## src/rtl/creek_instr_fetch.sv

```systemverilog
// creek_instr_fetch: instruction fetch stage for the Creek core.
//
// Walks a program counter through the instruction memory's read port. The
// memory has one cycle of registered read latency, and fetched words are
// buffered in a small queue that the decoder drains through a valid/ready
// handshake.
//
// Ports:
//   clk, reset       - single clock; asynchronous active-high reset
//   local_init_done  - memory calibration done; resume is ignored while low
//   pause_n          - low blocks new reads (in-flight read still lands)
//   resume           - pulse: (re)start the program at address 0
//   redirect_valid   - branch redirect to redirect_addr; flushes the queue
//   instr_address    - memory read address (the PC register)
//   instr_data       - memory read data, one cycle after the address
//   out_valid/out_ready/out_instr/out_pc - decoder handshake and head entry
//   fetch_done       - end of memory reached and everything drained
module creek_instr_fetch #(
    parameter int unsigned ADDR_WIDTH = 10,
    parameter int unsigned DATA_WIDTH = 16,
    parameter int unsigned DEPTH      = 4
) (
    input  logic                  clk,
    input  logic                  reset,
    input  logic                  local_init_done,
    input  logic                  pause_n,
    input  logic                  resume,
    input  logic                  redirect_valid,
    input  logic [ADDR_WIDTH-1:0] redirect_addr,
    output logic [ADDR_WIDTH-1:0] instr_address,
    input  logic [DATA_WIDTH-1:0] instr_data,
    output logic                  out_valid,
    input  logic                  out_ready,
    output logic [DATA_WIDTH-1:0] out_instr,
    output logic [ADDR_WIDTH-1:0] out_pc,
    output logic                  fetch_done
);

    localparam int unsigned PtrW = $clog2(DEPTH);
    localparam int unsigned CntW = PtrW + 1;

    typedef enum logic [1:0] {StIdle, StFetch, StDone} state_e;

    state_e                state_q, state_d;
    logic [ADDR_WIDTH-1:0] pc_q, pc_d;
    logic [ADDR_WIDTH-1:0] pending_pc_q, pending_pc_d;
    logic                  pending_q, pending_d;
    logic [PtrW-1:0]       rd_ptr_q, rd_ptr_d;
    logic [PtrW-1:0]       wr_ptr_q, wr_ptr_d;
    logic [CntW-1:0]       count_q, count_d;
    logic [DATA_WIDTH-1:0] data_q [DEPTH];
    logic [DATA_WIDTH-1:0] data_d [DEPTH];
    logic [ADDR_WIDTH-1:0] pcs_q [DEPTH];
    logic [ADDR_WIDTH-1:0] pcs_d [DEPTH];

    logic accept_resume, do_redirect, flush, credit_ok, issue, push, pop;

    always_comb begin
        accept_resume = resume && local_init_done;
        // Resume wins over a simultaneous redirect; redirects are ignored in IDLE.
        do_redirect   = redirect_valid && (state_q != StIdle) && !accept_resume;
        flush         = accept_resume || do_redirect;
        // Reserve a slot for the in-flight read so a capture never finds the queue full.
        credit_ok     = (count_q + CntW'(pending_q)) < CntW'(DEPTH);
        issue         = (state_q == StFetch) && pause_n && !flush && credit_ok;
        push          = pending_q && !flush;
        pop           = out_valid && out_ready;
    end

    always_comb begin
        state_d      = state_q;
        pc_d         = pc_q;
        pending_d    = pending_q;
        pending_pc_d = pending_pc_q;
        rd_ptr_d     = rd_ptr_q;
        wr_ptr_d     = wr_ptr_q;
        count_d      = count_q;
        data_d       = data_q;
        pcs_d        = pcs_q;

        if (flush) begin
            state_d   = StFetch;
            pc_d      = accept_resume ? '0 : redirect_addr;
            pending_d = 1'b0;
            rd_ptr_d  = '0;
            wr_ptr_d  = '0;
            count_d   = '0;
        end else begin
            pending_d = issue;
            if (issue) begin
                pc_d         = pc_q + ADDR_WIDTH'(1);
                pending_pc_d = pc_q;
                // Issuing the last address ends the program; PC wraps to 0.
                if (&pc_q) begin
                    state_d = StDone;
                end
            end
            if (push) begin
                data_d[wr_ptr_q] = instr_data;
                pcs_d[wr_ptr_q]  = pending_pc_q;
                wr_ptr_d         = wr_ptr_q + PtrW'(1);
            end
            if (pop) begin
                rd_ptr_d = rd_ptr_q + PtrW'(1);
            end
            case ({push, pop})
                2'b10:   count_d = count_q + CntW'(1);
                2'b01:   count_d = count_q - CntW'(1);
                default: count_d = count_q;
            endcase
        end
    end

    always_ff @(posedge clk or posedge reset) begin
        if (reset) begin
            state_q      <= StIdle;
            pc_q         <= '0;
            pending_q    <= 1'b0;
            pending_pc_q <= '0;
            rd_ptr_q     <= '0;
            wr_ptr_q     <= '0;
            count_q      <= '0;
            for (int i = 0; i < int'(DEPTH); i++) begin
                data_q[i] <= '0;
                pcs_q[i]  <= '0;
            end
        end else begin
            state_q      <= state_d;
            pc_q         <= pc_d;
            pending_q    <= pending_d;
            pending_pc_q <= pending_pc_d;
            rd_ptr_q     <= rd_ptr_d;
            wr_ptr_q     <= wr_ptr_d;
            count_q      <= count_d;
            data_q       <= data_d;
            pcs_q        <= pcs_d;
        end
    end

    always_comb begin
        instr_address = pc_q;
        out_valid     = (count_q != '0);
        out_instr     = data_q[rd_ptr_q];
        out_pc        = pcs_q[rd_ptr_q];
        fetch_done    = (state_q == StDone) && (count_q == '0) && !pending_q;
    end

endmodule

```

## config.mk

```make
export PLATFORM = sky130hd
export DESIGN_NAME = creek_instr_fetch
export DESIGN_NICKNAME = d
export VERILOG_FILES = /design/src/rtl/creek_instr_fetch.sv
export SDC_FILE = /design/constraint.sdc
export NUM_CORES = 1
export LEC_CHECK = 0
export ABC_CLOCK_PERIOD_IN_PS = 10300
export CAP_MARGIN = 30
export CORE_ASPECT_RATIO = 2
export CORE_UTILIZATION = 55
export CTS_BUF_LIST = sky130_fd_sc_hd__clkbuf_8 sky130_fd_sc_hd__clkbuf_16
export CTS_CLUSTER_DIAMETER = 80
export DETAILED_ROUTE_END_ITERATION = 10
export PLACE_DENSITY = 0.81
export SLEW_MARGIN = 0
export SYNTH_ARGS = -nofsm -noshare
export SYNTH_HDL_FRONTEND = slang
export SYNTH_SLANG_ARGS = --single-unit
```

## constraint.sdc

```tcl
create_clock -name clk -period 10.3 [get_ports clk]
set_clock_uncertainty 0.15 [all_clocks]
set_input_delay 1.545 -clock clk [delete_from_list [all_inputs] [get_ports clk]]
set_output_delay 1.545 -clock clk [all_outputs]
set_load 0.01 [all_outputs]
```

==> flow_results.xml <==
<?xml version="1.0" encoding="UTF-8"?>
<metrics>
  <group name="synthesis">
    <metric name="synth_largest_type_area_fraction" unit="%">52.8</metric>
    <metric name="syn-num-nets" unit="">460</metric>
    <metric name="synth_cell_types" unit="">45</metric>
    <metric name="synth_area" unit="sq mm">0.00635</metric>
    <metric name="synth-edff-count" unit="">0</metric>
    <metric name="ys_seq_area_share" unit="%">52.8</metric>
    <metric name="post_synth_inst_count" unit="">421</metric>
    <metric name="share_of_synthesized_flip_flops_with_an_asynchronous_set_or_reset" unit="%">100</metric>
    <metric name="yosys.area.top_type" unit="">sky130_fd_sc_hd__dfrtp_1</metric>
    <metric name="syn_avg_cell_area" unit="sq um">15.1</metric>
    <metric name="ys_seq_elements" unit="">134</metric>
    <metric name="synth-warning-count" unit="">0</metric>
    <metric name="synth_area_leaders" unit="">sky130_fd_sc_hd__dfrtp_1, sky130_fd_sc_hd__mux2_4, sky130_fd_sc_hd__mux4_2</metric>
    <metric name="synth-main-ff-cell" unit="">sky130_fd_sc_hd__dfrtp_1</metric>
  </group>
  <group name="sta">
    <metric name="setup_total_negative_slack" unit="ps">0</metric>
    <metric name="final-hold-violation-count" unit="">0</metric>
    <metric name="rsz0062_at_grt" unit="">false</metric>
    <metric name="layout_worst_path_cycle_share" unit="%">40.4</metric>
    <metric name="max_clock_freq" unit="MHz">240</metric>
    <metric name="finalSetupViolCount" unit="">0</metric>
    <metric name="timing.final.crit_period" unit="ps">4160</metric>
    <metric name="final-max-slew-violation-count" unit="">0</metric>
    <metric name="final_critical_path_setup_slack" unit="ps">6140</metric>
    <metric name="worstMarginPinSlew" unit="ps">788</metric>
    <metric name="max_slew_margin" unit="%">47.4</metric>
  </group>
  <group name="floorplan">
    <metric name="die_height" unit="um">154</metric>
    <metric name="die_area" unit="sq mm">0.0120</metric>
    <metric name="ios" unit="">71</metric>
    <metric name="rows" unit="">55</metric>
    <metric name="initial_core_util" unit="%">56.2</metric>
    <metric name="floorplan.die.width" unit="um">78.0</metric>
    <metric name="core_area" unit="sq mm">0.0113</metric>
  </group>
  <group name="place">
    <metric name="placement.cell_area" unit="sq mm">0.00712</metric>
    <metric name="placement.setup.worst_slack" unit="ps">6300</metric>
    <metric name="detailedPlacementHpwl" unit="mm">8.08</metric>
    <metric name="gpl.final_weighted_congestion" unit="">0.810</metric>
    <metric name="portBuffers" unit="">70</metric>
  </group>
  <group name="cts">
    <metric name="tritoncts_num_sinks" unit="">134</metric>
    <metric name="post_cts_resized" unit="">0</metric>
    <metric name="maximum_root_to_sink_buffer_count" unit="">2</metric>
    <metric name="cts-buffers-inserted" unit="">17</metric>
    <metric name="ctsHtreeMaxLevel" unit="">4</metric>
    <metric name="path_clk_slew" unit="ps">60</metric>
    <metric name="worstSkewPairLatency" unit="ps">410</metric>
    <metric name="tritoncts_clock_tree" unit="">done</metric>
    <metric name="clock_tree.root_cell" unit="">sky130_fd_sc_hd__clkbuf_16</metric>
    <metric name="cts.repair_timing.setup_buffer_count" unit="">0</metric>
    <metric name="cts_hold_repair.buffers" unit="">0</metric>
  </group>
  <group name="layout">
    <metric name="area_growth" unit="%">23.8</metric>
    <metric name="diodes" unit="">0</metric>
    <metric name="drive_above_1_share" unit="%">34.9</metric>
    <metric name="final_util" unit="%">69.6</metric>
    <metric name="post-route-cell-area" unit="sq mm">0.00785</metric>
    <metric name="fin_nets" unit="">531</metric>
  </group>
  <group name="critical_path">
    <metric name="critPathLaunch" unit="">rd_ptr_q[1]</metric>
    <metric name="ff2ff_setup_slack" unit="ps">7690</metric>
    <metric name="setup.worst_path.end" unit="">out_instr[14]</metric>
    <metric name="worst_r2r_end" unit="">pcs_q[16]</metric>
    <metric name="critical_path.max_fanout" unit="">20</metric>
    <metric name="cp_data_required_time" unit="ps">8610</metric>
    <metric name="reg2reg_from" unit="">state_q[0]</metric>
    <metric name="timing.setup.critical_path_class" unit="">register to primary output</metric>
    <metric name="startpoint_types" unit="">register</metric>
    <metric name="reg2reg_depth" unit="">4</metric>
    <metric name="end_kind" unit="">primary output</metric>
    <metric name="worst-endpoint-arrival" unit="ps">2460</metric>
  </group>
  <group name="routing">
    <metric name="drt_first_iter_violations" unit="">140</metric>
    <metric name="drt-pass1-iter-count" unit="">4</metric>
    <metric name="detail_route.wirelength" unit="mm">12.8</metric>
    <metric name="routed-via-count" unit="">3793</metric>
    <metric name="drc_errors" unit="">0</metric>
    <metric name="route.detailed.vias_per_inst" unit="">5.86</metric>
    <metric name="drtAntennaViolNets" unit="">0</metric>
    <metric name="drt-wirelength-per-cell" unit="um">19.7</metric>
  </group>
  <group name="grt">
    <metric name="grt.overflow.total" unit="">0</metric>
    <metric name="grt_pass1_vias" unit="">4060</metric>
    <metric name="pin_count_of_the_biggest_net_entering_global_routing" unit="">47</metric>
    <metric name="antenna_found_initial" unit="">0</metric>
    <metric name="first_pass_grt_wire_length" unit="mm">21.2</metric>
    <metric name="grt_use_total" unit="%">23.5</metric>
  </group>
  <group name="power_and_ir_drop">
    <metric name="p_leak" unit="uW">0.00371</metric>
    <metric name="power_per_cell_area" unit="mW/mm^2">206</metric>
    <metric name="design_power_total" unit="uW">1610</metric>
    <metric name="vdd.ir_drop.worst" unit="mV">0.140</metric>
  </group>
  <group name="run_status">
    <metric name="run_status" unit="">finished clean</metric>
  </group>
  <group name="hold_path">
    <metric name="holdCritStartpoint" unit="">data_q[44]</metric>
    <metric name="min_path_type" unit="">register to register</metric>
  </group>
  <group name="job">
    <metric name="max-cap-violations" unit="">0</metric>
  </group>
</metrics>
state kept, by name, summed over array words and instances, names as in the netlist:
| name | flops |
|---|---|
| instr_address | 10 |
| state_q | 2 |
| rd_ptr_q | 2 |
| pending_q | 1 |
| count_q | 3 |
| wr_ptr_q | 2 |
| pending_pc_q | 10 |
| pcs_q | 40 |
| data_q | 64 |
cells by family (layout without fill, tap and decap cells):
group / after synthesis / after routing / share of synthesized area [%]
flops: 134 / 134 / 52.8
buf+inv: 35 / 119 / 3.10
compound gates: 44 / 44 / 4.63
simple gates: 65 / 65 / 5.90
fa+ha+maj: 6 / 6 / 1.30
mux: 132 / 132 / 31.5
xor+xnor: 5 / 5 / 0.690
through the flow:
step | cells | hold WS [ps]
after floorplan | 421 | 324
after global placement | 613 | 332
after detailed placement | 614 | 342
after CTS | 646 | 356
after global routing | 647 | 363
final | 647 | 356
metal layers:
metal / wire (um) / vias up / track usage (%)
met2: 7340 / 76 / 41.6
li1: - / 1700 / -
met5: 0 / - / 0
met3: 347 / 10 / 5.22
met1: 4950 / 2007 / 27.8
met4: 143 / 0 / 8.20
power breakdown:
part           internal (uW)  switching, uW
combinational            168           93.7
clock                    508            220
sequential               582           42.0
Yosys cell counts (all sizes together), types with 4 or more instances:
cell type	n
clkbuf	6
ha	5
nand2	23
nor3b	8
inv	13
mux4	26
mux2	104
o22ai	7
a2bb2oi	5
nor2	8
and3	4
nor3	7
o21ai	15
dfrtp	134
buf	16
a31oi	5
nand3	6
cell usage in the layout, fill, tap and decap left out, drive strengths merged, types with 2 or more instances in the layout:
cell type      count
mux2i              2
nand2             23
nor3b              8
clkbuf            18
a31oi              5
nor2               8
dfrtp            134
a22oi              2
mux2             104
nand3              6
and3               4
mux4              26
a21oi              3
and2               2
clkdlybuf4s50     70
clkinv             4
ha                 5
a2bb2oi            5
o21ai             15
inv               14
buf                4
xnor2              2
o22ai              7
nand4              3
nor3               7
xor2               3
bufinv             8
final cells by class:
type,count,area [sq um]
timing repair buffer,74,756
tap,142,178
clock inverter,14,279
sequential,134,3350
multi-input combinational,252,2800
inverter,13,51.3
clock buffer,18,439
fill,728,3430
worst max-delay path: stages (launching register included):
cell and delay, ps:
sky130_fd_sc_hd__dfrtp_1 600, sky130_fd_sc_hd__buf_4 410, sky130_fd_sc_hd__mux4_2 550, sky130_fd_sc_hd__clkdlybuf4s50_1 490
worst min path at each step:
stage	cells past startpoint	to
floorplan	1	data_q[45]
global placement	1	data_q[41]
detailed placement	1	data_q[10]
CTS	1	pcs_q[36]
global route	1	data_q[43]
finish	1	data_q[44]
Note: power is estimated with default switching activity, not from simulation.
